File: config.mk
export PLATFORM = sky130hd
export DESIGN_NAME = chord_scheduler
export DESIGN_NICKNAME = d
export VERILOG_FILES = /design/src/rtl/music_pkg.sv /design/src/rtl/chord_scheduler.sv
export SDC_FILE = /design/constraint.sdc
export NUM_CORES = 1
export LEC_CHECK = 0
export ABC_CLOCK_PERIOD_IN_PS = 2400
export CORE_MARGIN = 2
export CORE_UTILIZATION = 40
export CTS_CLUSTER_DIAMETER = 120
export DETAILED_ROUTE_END_ITERATION = 6
export PLACE_DENSITY = 0.66
export SETUP_SLACK_MARGIN = 0.5
export SLEW_MARGIN = 10
export SYNTH_ARGS = -nofsm -noshare
export SYNTH_HDL_FRONTEND = slang
export SYNTH_SLANG_ARGS = --single-unit
File: constraint.sdc
create_clock -name clk -period 2.4 [get_ports clk]
set_clock_uncertainty 0.05 [all_clocks]
set_input_delay 0.48 -clock clk [delete_from_list [all_inputs] [get_ports clk]]
set_output_delay 0.48 -clock clk [all_outputs]
set_load 0.1 [all_outputs]
File: src/rtl/music_pkg.sv
// Shared song-entry layout, scheduler states and default sizing for the chord scheduler.
// ROM entry = {wait flag, note, duration}; address = {song, entry index}.
package music_pkg;

  localparam int ENTRY_W        = 13;
  localparam int NOTE_W         = 6;
  localparam int DUR_W          = 6;
  localparam int SONG_W         = 2;
  localparam int ADDR_W         = 7;
  localparam int IDX_W          = ADDR_W - SONG_W;
  localparam int MAX_VOICES_DEF = 3;
  localparam int SONG_LEN_DEF   = 32;

  typedef struct packed {
    logic              wt;
    logic [NOTE_W-1:0] note;
    logic [DUR_W-1:0]  dur;
  } entry_t;

  typedef enum logic [2:0] {
    IDLE,
    FETCH,
    READ,
    EXEC,
    WAIT_BEATS,
    DONE
  } state_e;

endpackage

File: src/rtl/chord_scheduler.sv
// Walks a song in external ROM, issuing notes to the chords block and pacing waits on beat pulses.
// play=0 freezes everything; start always (re)launches the selected song from entry 0.
module chord_scheduler
  import music_pkg::*;
#(
  parameter int MAX_VOICES = MAX_VOICES_DEF,
  parameter int SONG_LEN   = SONG_LEN_DEF
) (
  input  logic               clk,
  input  logic               reset,
  input  logic               play,
  input  logic [SONG_W-1:0]  song_sel,
  input  logic               start,
  input  logic               beat,
  output logic [ADDR_W-1:0]  rom_addr,
  input  logic [ENTRY_W-1:0] rom_data,
  output logic [NOTE_W-1:0]  note,
  output logic [DUR_W-1:0]   duration,
  output logic               new_note,
  output logic               song_done,
  output logic               busy,
  output logic               voice_overflow
);

  localparam int VC_W = $clog2(MAX_VOICES + 1);

  state_e             state_q, state_d;
  logic [SONG_W-1:0]  song_q, song_d;
  logic [IDX_W-1:0]   idx_q, idx_d, idx_inc;
  logic [VC_W-1:0]    voices_q, voices_d;
  logic               ovf_q, ovf_d;
  logic [DUR_W-1:0]   cnt_q, cnt_d;
  logic [NOTE_W-1:0]  note_q, note_d;
  logic [DUR_W-1:0]   dur_q, dur_d;
  logic               new_note_q, new_note_d;

  entry_t entry;
  logic   entry_end;
  logic   last_idx;

  assign entry     = rom_data;
  assign entry_end = (rom_data == '0);
  assign last_idx  = (idx_q == IDX_W'(SONG_LEN - 1));
  assign idx_inc   = last_idx ? '0 : idx_q + IDX_W'(1);

  always_ff @(posedge clk or negedge reset) begin
    if (!reset) begin
      state_q    <= IDLE;
      song_q     <= '0;
      idx_q      <= '0;
      voices_q   <= '0;
      ovf_q      <= 1'b0;
      cnt_q      <= '0;
      note_q     <= '0;
      dur_q      <= '0;
      new_note_q <= 1'b0;
    end else begin
      state_q    <= state_d;
      song_q     <= song_d;
      idx_q      <= idx_d;
      voices_q   <= voices_d;
      ovf_q      <= ovf_d;
      cnt_q      <= cnt_d;
      note_q     <= note_d;
      dur_q      <= dur_d;
      new_note_q <= new_note_d;
    end
  end

  // The index has already advanced past the last entry when waiting, so idx 0 here means the song wrapped.
  always_comb begin
    state_d = state_q;
    if (start) begin
      state_d = FETCH;
    end else if (play) begin
      unique case (state_q)
        IDLE:  state_d = IDLE;
        FETCH: state_d = READ;
        READ:  state_d = EXEC;
        EXEC: begin
          if (entry_end) begin
            state_d = DONE;
          end else if (entry.wt && (entry.dur != '0)) begin
            state_d = WAIT_BEATS;
          end else begin
            state_d = last_idx ? DONE : FETCH;
          end
        end
        WAIT_BEATS: begin
          if (beat && (cnt_q == DUR_W'(1))) begin
            state_d = (idx_q == '0) ? DONE : FETCH;
          end
        end
        DONE:    state_d = IDLE;
        default: state_d = IDLE;
      endcase
    end
  end

  always_comb begin
    song_d     = song_q;
    idx_d      = idx_q;
    voices_d   = voices_q;
    ovf_d      = ovf_q;
    cnt_d      = cnt_q;
    note_d     = note_q;
    dur_d      = dur_q;
    new_note_d = new_note_q;
    if (start) begin
      song_d     = song_sel;
      idx_d      = '0;
      voices_d   = '0;
      ovf_d      = 1'b0;
      cnt_d      = '0;
      new_note_d = 1'b0;
    end else if (play) begin
      new_note_d = 1'b0;
      if (state_q == EXEC && !entry_end) begin
        idx_d = idx_inc;
        if (entry.wt) begin
          cnt_d    = entry.dur;
          voices_d = '0;
        end else if (entry.note != '0) begin
          if (voices_q < VC_W'(MAX_VOICES)) begin
            note_d     = entry.note;
            dur_d      = entry.dur;
            new_note_d = 1'b1;
            voices_d   = voices_q + VC_W'(1);
          end else begin
            ovf_d = 1'b1;
          end
        end
      end else if (state_q == WAIT_BEATS && beat) begin
        cnt_d = cnt_q - DUR_W'(1);
      end
    end
  end

  // Pulses are suppressed while paused; a pending new_note is released when play returns.
  assign new_note       = new_note_q & play;
  assign song_done      = (state_q == DONE) & play;
  assign busy           = (state_q != IDLE);
  assign rom_addr       = {song_q, idx_q};
  assign note           = note_q;
  assign duration       = dur_q;
  assign voice_overflow = ovf_q;

endmodule
# [Word-level counts from Yosys, hierarchy flattened]
# Cells that the tools add are included.
[op_classes] add_sub_neg=3 magnitude_cmp=1 eq_ne=11 muxes=35 bitwise=4 reduce_logical=22
[ops] op="$mux W6" count=5
[ops] op="$mux W3" count=7
[ops] op="$mux W5" count=4
[ops] op="$logic_not A13 Y1" count=1
[ops] op="$mux W1" count=12
[ops] op="$mux W2" count=6
[ops] op="$pmux W3 S4" count=1
[ops] op="$reduce_bool A3 Y1" count=4
[ops] op="$reduce_bool A6 Y1" count=2
[ops] op="$eq A3 B2 Y1 const B" count=2
[ops] op="$eq A3 B3 Y1 const B" count=2
[ops] op="$eq A6 B1 Y1 const B" count=1
[ops] op="$ne A3 B3 Y1 const B" count=2
[ops] op="$reduce_and A6 Y1" count=1
[ops] op="$reduce_bool A2 Y1" count=3
[ops] op="$sub A6 B1 Y6 const B" count=1
[ops] op="$add A5 B1 Y5 const B" count=1
[ops] op="$eq A5 B5 Y1 const B" count=1
[ops] op="$logic_not A5 Y1" count=1
[ops] op="$reduce_and A5 Y1" count=1
[ops] op="$logic_and A1 B1 Y1" count=4
[ops] op="$ne A2 B2 Y1 const B" count=2
[ops] op="$reduce_and A2 Y1" count=2
[ops] op="$reduce_and A4 Y1" count=1
[ops] op="7 further kinds" count=9
[totals] regBits=32 input_bits=20 elab_cells=85

# [Longest topological paths before layout]
[logic_depth] depth_word=7 mapped_depth=7

# [Worst setup path before layout]
# No wires, ideal clock.
[synth_path] path_kind="register to output" startpoint="reg state_q[0]" endpoint="out song_done" arrival_time_ns=2.883 setup_slack_ns=-1.013 path_stages_with_launch=4 path_buffers=1 cell_sequence="dfrtp_1 -> clkbuf_1 -> nand2_1 -> nor3b_1"
[synth_via] elab_chain_cells=2
[synth_rtl] element="start, declared" line="chord_scheduler.sv:27" text="state_e state_q, state_d;"
[synth_rtl] element="start signal, assigned" line="chord_scheduler.sv:58" text="state_q <= state_d;"
[synth_rtl] element="$eq A3 B3 Y1" line="chord_scheduler.sv:141" text="assign song_done = (state_q == DONE) & play;"
[synth_rtl] element="$and A1 B1 Y1" line="chord_scheduler.sv:141"
[synth_rtl] element="end, declared" line="chord_scheduler.sv:20" text="output logic song_done,"
# Every way passes these cells.

# [Worst setup path after layout]
[layout_path] startpoint="in rom_data[0]" endpoint="reg cnt_q[3]"
[layout_via] elab_chain_cells=6 word_cells_on_any_way=9 classes_between="eq/ne: 1; mux: 3; reduce/logical: 5"
[layout_rtl] element="start, declared" line="chord_scheduler.sv:16" text="input logic [ENTRY_W-1:0] rom_data,"
[layout_rtl] element="$logic_not A13 Y1 *" line="chord_scheduler.sv:42" text="assign entry_end = (rom_data == '0);"
[layout_rtl] element="$logic_not A1 Y1 *" line="chord_scheduler.sv:118" text="if (state_q == EXEC && !entry_end) begin"
[layout_rtl] element="$logic_and A1 B1 Y1 *" line="chord_scheduler.sv:118"
[layout_rtl] element="$mux W6" line="chord_scheduler.sv:118"
[layout_rtl] element="$mux W6" line="chord_scheduler.sv:116" text="end else if (play) begin"
[layout_rtl] element="$mux W6" line="chord_scheduler.sv:109" text="if (start) begin"
[layout_rtl] element="end signal, assigned" line="chord_scheduler.sv:63" text="cnt_q <= cnt_d;"
[layout_rtl] element="end, declared" line="chord_scheduler.sv:32" text="logic [DUR_W-1:0] cnt_q, cnt_d;"
# Every way passes the cells marked *; elsewhere a longest branch is shown, timed or not. The select of a mux whose other input is x is not followed.
# A chain may end at the register's enable or synchronous reset.

==> qor.yml <==
run_status: "complete, no violations"
avgRoutedWirePerCell_um: 15.1
syn_inst: 190
dominantRegCellSynth: "dfrtp_1"
synth.largest_area_cell: "dfrtp_1"
antenna_left: 0
ys_seq_elements: 32
root_buffer_master: "clkbuf_8"
floorplan.die.width_um: 72.3
worst_skew_pair.late_latency_ps: 280
grt_max_degree: 33
critical_path_arrival_ps: 2100
synth-warning-count: 0
yosysSeqAreaShare_pct: 42.9
grt_first_pass_wirelength_um: 8130
setup.worst_path.class: "input port to flop"
route.detailed.drc: 0
yosysUniqueCellTypes: 45
max_cap_violations: 0
worst_r2r_path_depth: 7
report.final.slew_viol_count: 0
power.leakage_nw: 1.31
rrSetupSlack_ps: 500
min_period_ps: 1980
post_syn_area_per_cell_um2: 9.83
endpoint_of_the_most_critical_register_to_register_path: "cnt_q[3]$_DFFE_PN0P_"
synth_fp_nets: 216
final.setup.worst_slack_ps: 421
pwr_density_cell_nw_per_um2: 735
timing.hold.worst.start: "rom_data[0]"
core_um2: 4410
clock_net_sink_count: 32
hp-class: "input port to flop"
synth.mux.area_fraction_pct: 11.2
timing.max_slew.rel_slack_pct: 72.1
post-layout-total-power_mw: 2.11
wl_um: 4830
post_place_setup_slack_ps: -253
startpoint_type: "input port"
max_freq_ghz: 0.505
starting_utilization_of_the_core_area_pct: 42.3
n_fill_cell: 359
synth_xor_xnor_area_share_pct: 0
die_y_um: 72.3
reg_clk_slew_reported_paths_ps: 60
tritoncts: "done"
route.vias.total: 1722
num_antenna_cells: 0
grt_setup_unrepaired: "true"
hpwlAfterDp_um: 3520
timing.critical_path.fanout_max: 4
clock_buffers_created_by_tritoncts: 5
overall_fraction_of_global_route_tracks_in_use_pct: 19.8
min_delay_path_depth: 2
cts_max_level: 2
drt-vias-per-instance: 5.36
synthSimpleGateAreaFrac_pct: 19.4
nets: 294
floorplan_die_area_um2: 5230
io_buffers: 42
end_kind: "flop"
proportion_of_synthesized_flip_flops_having_asynchronous_set_or_reset_pct: 100
synthAdderAreaFrac_pct: 4.02
first_global_vias: 1769
critPathRequiredTime_ps: 2520
antenna_found_initial: 0
critical_path.reg2reg.startpoint: "state_q[2]$_DFFE_PN0P_"
overall_overflow_remaining_after_global_route: 0
synth-compound-area-share_pct: 18.0
synth_largest_type_area_fraction_pct: 42.9
post_synth_most_frequent_cells: "dfrtp_1 (32), nor2_1 (18), a21oi_1 (15), mux2_2 (15), nand2_1 (12)"
synth_edf_count: 0
num_rows: 24
setup_viol: 0
io_pins: 43
synth_top_family_by_area: "simple AND/OR/NAND/NOR gates"
sequential_cell_area_in_the_final_layout_um2: 815
power.ir.vdd_worst_mv: 0.647
globalplace.congestion: 0.904
max_slew.worst_pin.slew_ps: 417
timing.final.crit_share_pct: 82.5
whs_endpoint: "duration[0]$_DFFE_PN0P_"
post-synth-top-count-cell: "dfrtp_1"
synth.cell_area_um2: 1870
clk_path_buf_depth: 2
area_delta_synth_final_pct: 53.8
hold_viol: 0
netlist_top_cells_area: "dfrtp_1 (43%), mux2_2 (9.0%), a21oi_1 (4.0%)"
post_route_cells_drive_above_1_share_pct: 45.4
multi_input_comb_area_um2: 1150
drt_first_pass_iters: 4
dr.first_iter.drc_count: 117
-- cell families (layout without fill, tap and decap cells) --
family,Yosys count,in the layout
compound gates,47,47
fa+ha+maj,6,6
buf+inv,20,99
flops,32,32
mux,19,19
simple gates,66,66
-- worst max path at each step --
stage / start / slack [ps] / endpoint / cells past startpoint
detailed placement: rom_data[1] / -250 / cnt_q[3]$_DFFE_PN0P_ / 6
global placement: rom_data[1] / -170 / cnt_q[3]$_DFFE_PN0P_ / 6
finish: rom_data[0] / 420 / cnt_q[3]$_DFFE_PN0P_ / 6
CTS: rom_data[3] / 370 / cnt_q[3]$_DFFE_PN0P_ / 6
floorplan: rom_data[1] / 350 / cnt_q[3]$_DFFE_PN0P_ / 5
global route: rom_data[0] / 400 / cnt_q[2]$_DFFE_PN0P_ / 8
-- cell usage in the layout (no fill, tap or decap), drive strengths merged, types with 2 or more instances in the layout --
cell           count
a31oi              3
or3                3
ha                 6
a21o               2
nand3              4
o21a               2
inv               11
clkdlybuf4s15      2
a32oi              2
dlygate4sd2        6
o21ai              9
nor3b              2
or4                2
nand2             13
a21oi             15
nor2              18
and3               4
nor3               3
dfrtp             32
nand3b             2
nor4               2
a221oi             2
a2111oi            2
o211ai             3
mux2              15
buf               64
mux2i              4
clkdlybuf4s50      5
nand4              2
a2bb2oi            2
and4               2
clkbuf             8
nand2b             3
-- report_power, final --
group          switching (mW)  internal [mW]
Sequential             0.0516          0.619
Combinational           0.673          0.269
Clock                   0.192          0.308
-- worst max-delay path, cell delays in order --
cell and delay [ps]:
buf_8 100, or4_4 520, or3_4 370, o221ai_4 200, nand2_4 110, a2111oi_4 310
-- routing by layer --
metal / wire length, um / track usage [%] / up-vias
met5: 0 / 0 / -
met4: 16 / 5.03 / 0
met3: 196 / 5.42 / 2
met2: 2450 / 33.4 / 39
met1: 2170 / 25.0 / 826
li1: - / - / 855
-- cell type report --
class	count	area share [%]
multi-input cells	138	39.9
flip-flops and latches	32	28.4
repair buffers	80	24.3
clock buffers	6	2.53
well taps	52	2.26
inverters	11	1.44
clock inverters	2	1.22
-- repair_timing --
action | CTS | global route
hold buffers | 0 | 0
resized for setup | 42 | 19
setup endpoints to repair | 30 | 23
setup buffers | 5 | 5
pin swaps | 11 | 15
-- state kept, by name (all words and copies together), names as in the netlist, 2 cells and up --
name	cells
state_q	3
duration	6
note	6
cnt_q	6
voices_q	2
song_q	2
idx_q	5
-- stage by stage --
step / util (%) / TNS [ps] / instances / hold WS (ps) / area (um2)
2_1_floorplan: - / 0 / 190 / 134 / 1960
3_3_place_gp: 58.6 / -1150 / 303 / 440 / 2590
3_5_place_dp: 58.6 / -1560 / 303 / 445 / 2590
4_1_cts: 63.0 / 0 / 316 / 388 / 2780
5_1_grt: 65.1 / 0 / 321 / 392 / 2870
6_report: 65.1 / 0 / 321 / 399 / 2870
No activity file was read; power rests on OpenSTA's default activity.
